[src/rtl/gru_seq_ctrl.sv]
// Sequencing controller for a two-lane GRU datapath: walks a sequence of input
// samples, feeds x/h to the datapath, collects h_t and hands it to a consumer.
module gru_seq_ctrl #(
    parameter int WIDTH       = 17,
    parameter int LEN_W       = 8,
    parameter int GRU_LATENCY = 1
) (
    input  logic             clk,
    input  logic             reset,
    input  logic             start,
    input  logic             abort,
    input  logic [LEN_W-1:0] seq_len,
    input  logic [WIDTH-1:0] h_init0,
    input  logic [WIDTH-1:0] h_init1,
    input  logic             x_valid,
    output logic             x_ready,
    input  logic [WIDTH-1:0] x0,
    input  logic [WIDTH-1:0] x1,
    output logic [WIDTH-1:0] gru_x0,
    output logic [WIDTH-1:0] gru_x1,
    output logic [WIDTH-1:0] gru_h0,
    output logic [WIDTH-1:0] gru_h1,
    input  logic [WIDTH-1:0] gru_y0,
    input  logic [WIDTH-1:0] gru_y1,
    output logic             out_valid,
    input  logic             out_ready,
    output logic [WIDTH-1:0] out_h0,
    output logic [WIDTH-1:0] out_h1,
    output logic             out_last,
    output logic             busy,
    output logic             done
);

    localparam logic [2:0] S_IDLE    = 3'd0;
    localparam logic [2:0] S_WAIT_X  = 3'd1;
    localparam logic [2:0] S_COMPUTE = 3'd2;
    localparam logic [2:0] S_EMIT    = 3'd3;
    localparam logic [2:0] S_DONE    = 3'd4;

    localparam int             LAT_W    = 4;
    localparam logic [LAT_W-1:0] LAT_LAST = LAT_W'(GRU_LATENCY);

    logic [2:0]       state_q, state_d;
    logic [LEN_W-1:0] len_q, len_d;
    logic [LEN_W-1:0] step_q, step_d;
    logic [LAT_W-1:0] lat_q, lat_d;
    logic [WIDTH-1:0] x0_q, x0_d, x1_q, x1_d;
    logic [WIDTH-1:0] h0_q, h0_d, h1_q, h1_d;

    logic [LEN_W-1:0] len_m1;
    logic             last_step;

    // Last step is step == len-1; len == 0 never reaches EMIT, so the wrap is harmless.
    assign len_m1    = len_q - LEN_W'(1);
    assign last_step = (step_q == len_m1);

    always_comb begin
        // NOTE: every next-state variable gets a hold default first so no branch infers a latch.
        state_d = state_q;
        len_d   = len_q;
        step_d  = step_q;
        lat_d   = lat_q;
        x0_d    = x0_q;
        x1_d    = x1_q;
        h0_d    = h0_q;
        h1_d    = h1_q;

        if (state_q != S_IDLE && abort) begin
            state_d = S_IDLE;
        end else begin
            case (state_q)
                S_IDLE: begin
                    if (start) begin
                        len_d   = seq_len;
                        h0_d    = h_init0;
                        h1_d    = h_init1;
                        step_d  = '0;
                        lat_d   = '0;
                        state_d = (seq_len != '0) ? S_WAIT_X : S_DONE;
                    end
                end
                S_WAIT_X: begin
                    if (x_valid) begin
                        x0_d    = x0;
                        x1_d    = x1;
                        lat_d   = '0;
                        state_d = S_COMPUTE;
                    end
                end
                S_COMPUTE: begin
                    if (lat_q == LAT_LAST) begin
                        h0_d    = gru_y0;
                        h1_d    = gru_y1;
                        state_d = S_EMIT;
                    end else begin
                        lat_d = lat_q + LAT_W'(1);
                    end
                end
                S_EMIT: begin
                    if (out_ready) begin
                        if (last_step) begin
                            state_d = S_DONE;
                        end else begin
                            step_d  = step_q + LEN_W'(1);
                            state_d = S_WAIT_X;
                        end
                    end
                end
                S_DONE:  state_d = S_IDLE;
                default: state_d = S_IDLE;
            endcase
        end
    end

    // NOTE: state updates use non-blocking assignments so all registers see pre-edge values.
    always_ff @(posedge clk or posedge reset) begin
        if (reset) begin
            state_q <= S_IDLE;
            len_q   <= '0;
            step_q  <= '0;
            lat_q   <= '0;
            x0_q    <= '0;
            x1_q    <= '0;
            h0_q    <= '0;
            h1_q    <= '0;
        end else begin
            state_q <= state_d;
            len_q   <= len_d;
            step_q  <= step_d;
            lat_q   <= lat_d;
            x0_q    <= x0_d;
            x1_q    <= x1_d;
            h0_q    <= h0_d;
            h1_q    <= h1_d;
        end
    end

    assign x_ready   = (state_q == S_WAIT_X);
    assign out_valid = (state_q == S_EMIT);
    assign busy      = (state_q != S_IDLE);
    assign done      = (state_q == S_DONE);
    assign out_last  = last_step;

    assign gru_x0 = x0_q;
    assign gru_x1 = x1_q;
    assign gru_h0 = h0_q;
    assign gru_h1 = h1_q;
    assign out_h0 = h0_q;
    assign out_h1 = h1_q;

endmodule
[config.mk]
export PLATFORM = sky130hd
export DESIGN_NAME = gru_seq_ctrl
export DESIGN_NICKNAME = d
export VERILOG_FILES = /design/src/rtl/gru_seq_ctrl.sv
export SDC_FILE = /design/constraint.sdc
export NUM_CORES = 1
export LEC_CHECK = 0
export CAP_MARGIN = 0
export CORE_MARGIN = 5
export CORE_UTILIZATION = 41
export CTS_BUF_LIST = sky130_fd_sc_hd__clkbuf_16
export DETAILED_ROUTE_END_ITERATION = 16
export GPL_TIMING_DRIVEN = 0
export PLACE_DENSITY = 0.81
export SYNTH_ARGS = -nofsm -noshare
export SYNTH_HDL_FRONTEND = slang
export SYNTH_SLANG_ARGS = --single-unit
export TNS_END_PERCENT = 20
[constraint.sdc]
create_clock -name clk -period 4.6 [get_ports clk]
set_input_delay 1.15 -clock clk [delete_from_list [all_inputs] [get_ports clk]]
set_output_delay 1.15 -clock clk [all_outputs]
set_load 0.02 [all_outputs]
==> flow_metrics.py <==
metrics = {
    "synthesis": {
        "synth-seq-cells": 91,
        "synthCells": 444,
        "synthDistinctLibCells": 44,
        "synth_fp_nets": 564,
        "postSynthAreaPerCell_um2": 10.45,
        "yosys_warnings": 0,
        "yosysSeqAreaShare_pct": 49.07,
        "synth_area_um2": 4641,
    },
    "setup_path": {
        "crit_chain": "or3_1, or4_1, a31o_2, a2111oi_4, buf_6, clkdlybuf4s50_1",
        "end_kind": "output port",
        "worstSetupPathDepth": 6,
        "r2r_cells": 7,
        "slowest_delay_ps": 610,
        "worstReg2RegStart": "len_q[2]$_DFFE_PP0P_",
        "timing.rr.end": "state_q[0]$_DFFE_PP0P_",
        "worstSetupStartpoint": "len_q[2]$_DFFE_PP0P_",
        "worst-r2r-setup-slack_ps": 1880,
        "required_ps": 3450,
        "critical_path_buf_inv_count": 2,
        "path_class": "reg2out",
        "crit_fanout": 10,
        "cp_top_family": "simple AND/OR/NAND/NOR gates",
        "cp.arrival_ps": 3310,
        "cp-start-kind": "flip-flop",
        "slowest_stage": "clkdlybuf4s50_1",
        "endpoint": "out_last",
    },
    "clock_tree": {
        "clk_latency_ps": 340,
        "clkTransAtPathRegs_ps": 60,
        "cts_sinks": 91,
        "h-tree-depth": 3,
        "cts_tree": "done",
        "ctsHoldBuffers": 0,
        "cts.repair.resized": 0,
        "cts_setup_buffers": 0,
        "cts_buffer_depth": 2,
        "cts_root_buf": "clkbuf_16",
        "numCtsBuffers": 9,
    },
    "global_routing": {
        "grt_pass1_wl_mm": 22.02,
        "grt-ovfl-total": 0,
        "grt_max_degree": 48,
        "grt_use_total_pct": 20.99,
        "grt_pass1_vias": 4528,
        "antenna_found_initial": 0,
    },
    "outcome": {
        "status": "complete, no violations",
    },
    "final_layout": {
        "area_growth_pct": 58.80,
        "fin_nets": 798,
        "num_antenna_cells": 0,
        "layout.cells.non_filler": 823,
        "final_util_pct": 67.10,
        "drive_above_1_share_pct": 14.49,
    },
    "timing": {
        "timing.final.ws_setup_ps": 144.8,
        "rsz0062_at_grt": "no",
        "post-route-period-util_pct": 96.85,
        "worst_slew_pin_slew_ps": 762.9,
        "max_freq_mhz": 224.5,
        "relSlewSlack_pct": 49.14,
        "maxSlewViolCount": 0,
        "fin_skew_ps": 8.834,
        "hold_viol_final": 0,
        "finalSetupTns_ps": 0,
        "setup_violations": 0,
        "fin_crit_ps": 4455,
    },
    "floorplanning": {
        "initial_utilization_pct": 42.25,
        "die_area_um2": 13550,
        "rows": 38,
        "core_um2": 10980,
        "chipHeight_um": 116.4,
        "ioPinCount": 223,
        "die_x_um": 116.4,
    },
    "place": {
        "gp_congestion": 0.8756,
        "place_ws_ps": 524.1,
        "placed_cells": 807,
        "io_buffers": 222,
        "dp_hpwl_mm": 11.48,
    },
    "drt": {
        "drc": 0,
        "drtIter0Drc": 210,
        "dr.pass1.iters": 4,
        "via_per_inst": 5.061,
        "post_drt_wl_per_cell_um": 17.42,
        "ant_nets": 0,
        "wirelength_mm": 14.34,
        "via_count": 4165,
    },
    "power": {
        "p_per_area_nw_per_um2": 653.0,
        "leakage_nw": 3.067,
        "ir_worst_vdd_mv": 0.4175,
        "total_power_mw": 4.812,
    },
    "worst_hold_path": {
        "hold_path_class": "reg2reg",
    },
    "job": {
        "cap_violations": 0,
    },
}
==> synthesized netlist by cell type <==
library cell  number  area share [%]
or4_1              2            0.32
buf_6              1            0.24
or2_2              1            0.13
xnor3_1            1            0.49
o211ai_1           4            0.65
clkinv_1           1           0.081
buf_1              2            0.16
o31ai_1            3            0.49
and3b_2            1            0.22
mux2_2            40             9.7
and2b_1            1            0.16
a2bb2oi_1          1            0.19
nand3_1            7            0.75
inv_1             10            0.81
o21a_1             1            0.16
nand2_1           62             5.0
nand4_1            3            0.40
xor2_1             4            0.75
and3_1             2            0.27
xnor2_1            4            0.75
nor2b_1            2            0.27
a211oi_1           1            0.16
nor4_1             4            0.54
dfrtp_1           91              49
mux2i_1           39             8.4
a31oi_1            1            0.13
clkbuf_1          18             1.5
nand2b_1           6            0.81
o21ai_1            1            0.11
nor2_1            14             1.1
a2111oi_4          1            0.59
or3_1              4            0.54
ha_1               4             1.1
and2_1             1            0.13
o21ai_0           46             5.0
nor3b_1            1            0.16
a21oi_1            8            0.86
o21ba_2            1            0.22
nand3b_1           1            0.16
nand4b_1           1            0.19
a31o_2             2            0.38
nor3_1            11             1.2
or3b_2             1            0.19
buf_4             34             5.5
==> registers in the layout, indices dropped and copies added, names as in the netlist <==
register,flops
gru_h0,17
gru_h1,17
gru_x0,17
gru_x1,17
lat_q,4
len_q,8
state_q,3
step_q,8
==> worst reg2reg max path, cell delays in order, from the launching register on <==
cell       delay, ps
dfrtp_1          440
or3_1            420
or4_1            550
a31o_2           270
a2111oi_4        480
buf_6            200
a2bb2oi_1        170
o21ai_1           80
==> metal layers <==
layer / vias up / wire length, um / track usage [%]
met3: 24 / 1194 / 7.254
met5: - / 0 / 0
li1: 1970 / - / -
met1: 2002 / 5081 / 22.51
met2: 169 / 7743 / 38.10
met4: 0 / 319 / 7.657
==> cell families (layout without fill, tap and decap cells) <==
family,after synthesis,in the layout,synth area share [%]
xor+xnor,9,9,1.995
simple gates,125,125,12.59
mux,79,79,18.12
compound gates,70,70,8.898
flops,91,91,49.07
fa+ha+maj,4,4,1.079
buf+inv,66,305,8.250
==> cell type report <==
class	instances	area, um^2
Buffer	55	341.6
Clock buffer	9	225.2
Timing Repair Buffer	223	2250
Clock inverter	7	76.32
Fill cell	865	3613
Tap cell	140	175.2
Sequential cell	91	2277
Inverter	11	43.79
Multi-Input combinational cell	287	1981
==> power by group <==
part | internal [mW] | switching (mW) | total, mW
registers | 1.14 | 0.267 | 1.41
clock network | 0.425 | 0.318 | 0.743
logic | 1.37 | 1.29 | 2.66
total | 2.94 | 1.87 | 4.81
==> layout by cell type (no fill, tap or decap), drive strengths merged, types with 2 or more instances in the layout <==
cell             n
mux2i           39
nand2           62
nor2b            2
nand4            3
clkbuf          27
xnor2            4
nor3            11
o21ai           47
o31ai            3
o211ai           4
nor4             4
mux2            40
nand3            7
a21oi            8
or4              2
nor2            14
and3             2
dfrtp           91
inv             13
or3              4
nand2b           6
clkdlybuf4s50  222
a31o             2
xor2             4
buf             38
clkinv           3
ha               4
==> per-stage QoR <==
stage	instance area (um^2)	hold slack, ps
finish	7370	505.5
global route	7370	526.0
CTS	7370	508.0
detailed placement	7068	493.9
global placement	7038	485.7
floorplan	4641	496.7
==> how the worst min path moves through the flow <==
stage               depth (start not counted)                   start                endpoint  slack (ps)
floorplan                                   2    lat_q[1]$_DFFE_PP0P_    lat_q[1]$_DFFE_PP0P_         500
global placement                            1   gru_x1[5]$_DFFE_PP0P_   gru_x1[5]$_DFFE_PP0P_         490
detailed placement                          1   gru_x0[0]$_DFFE_PP0P_   gru_x0[0]$_DFFE_PP0P_         490
CTS                                         1  gru_x1[12]$_DFFE_PP0P_  gru_x1[12]$_DFFE_PP0P_         510
global route                                1   gru_x0[0]$_DFFE_PP0P_   gru_x0[0]$_DFFE_PP0P_         530
finish                                      2   gru_h1[5]$_DFFE_PP0P_   gru_h1[5]$_DFFE_PP0P_         510
No activity file was read; power rests on OpenSTA's default activity.
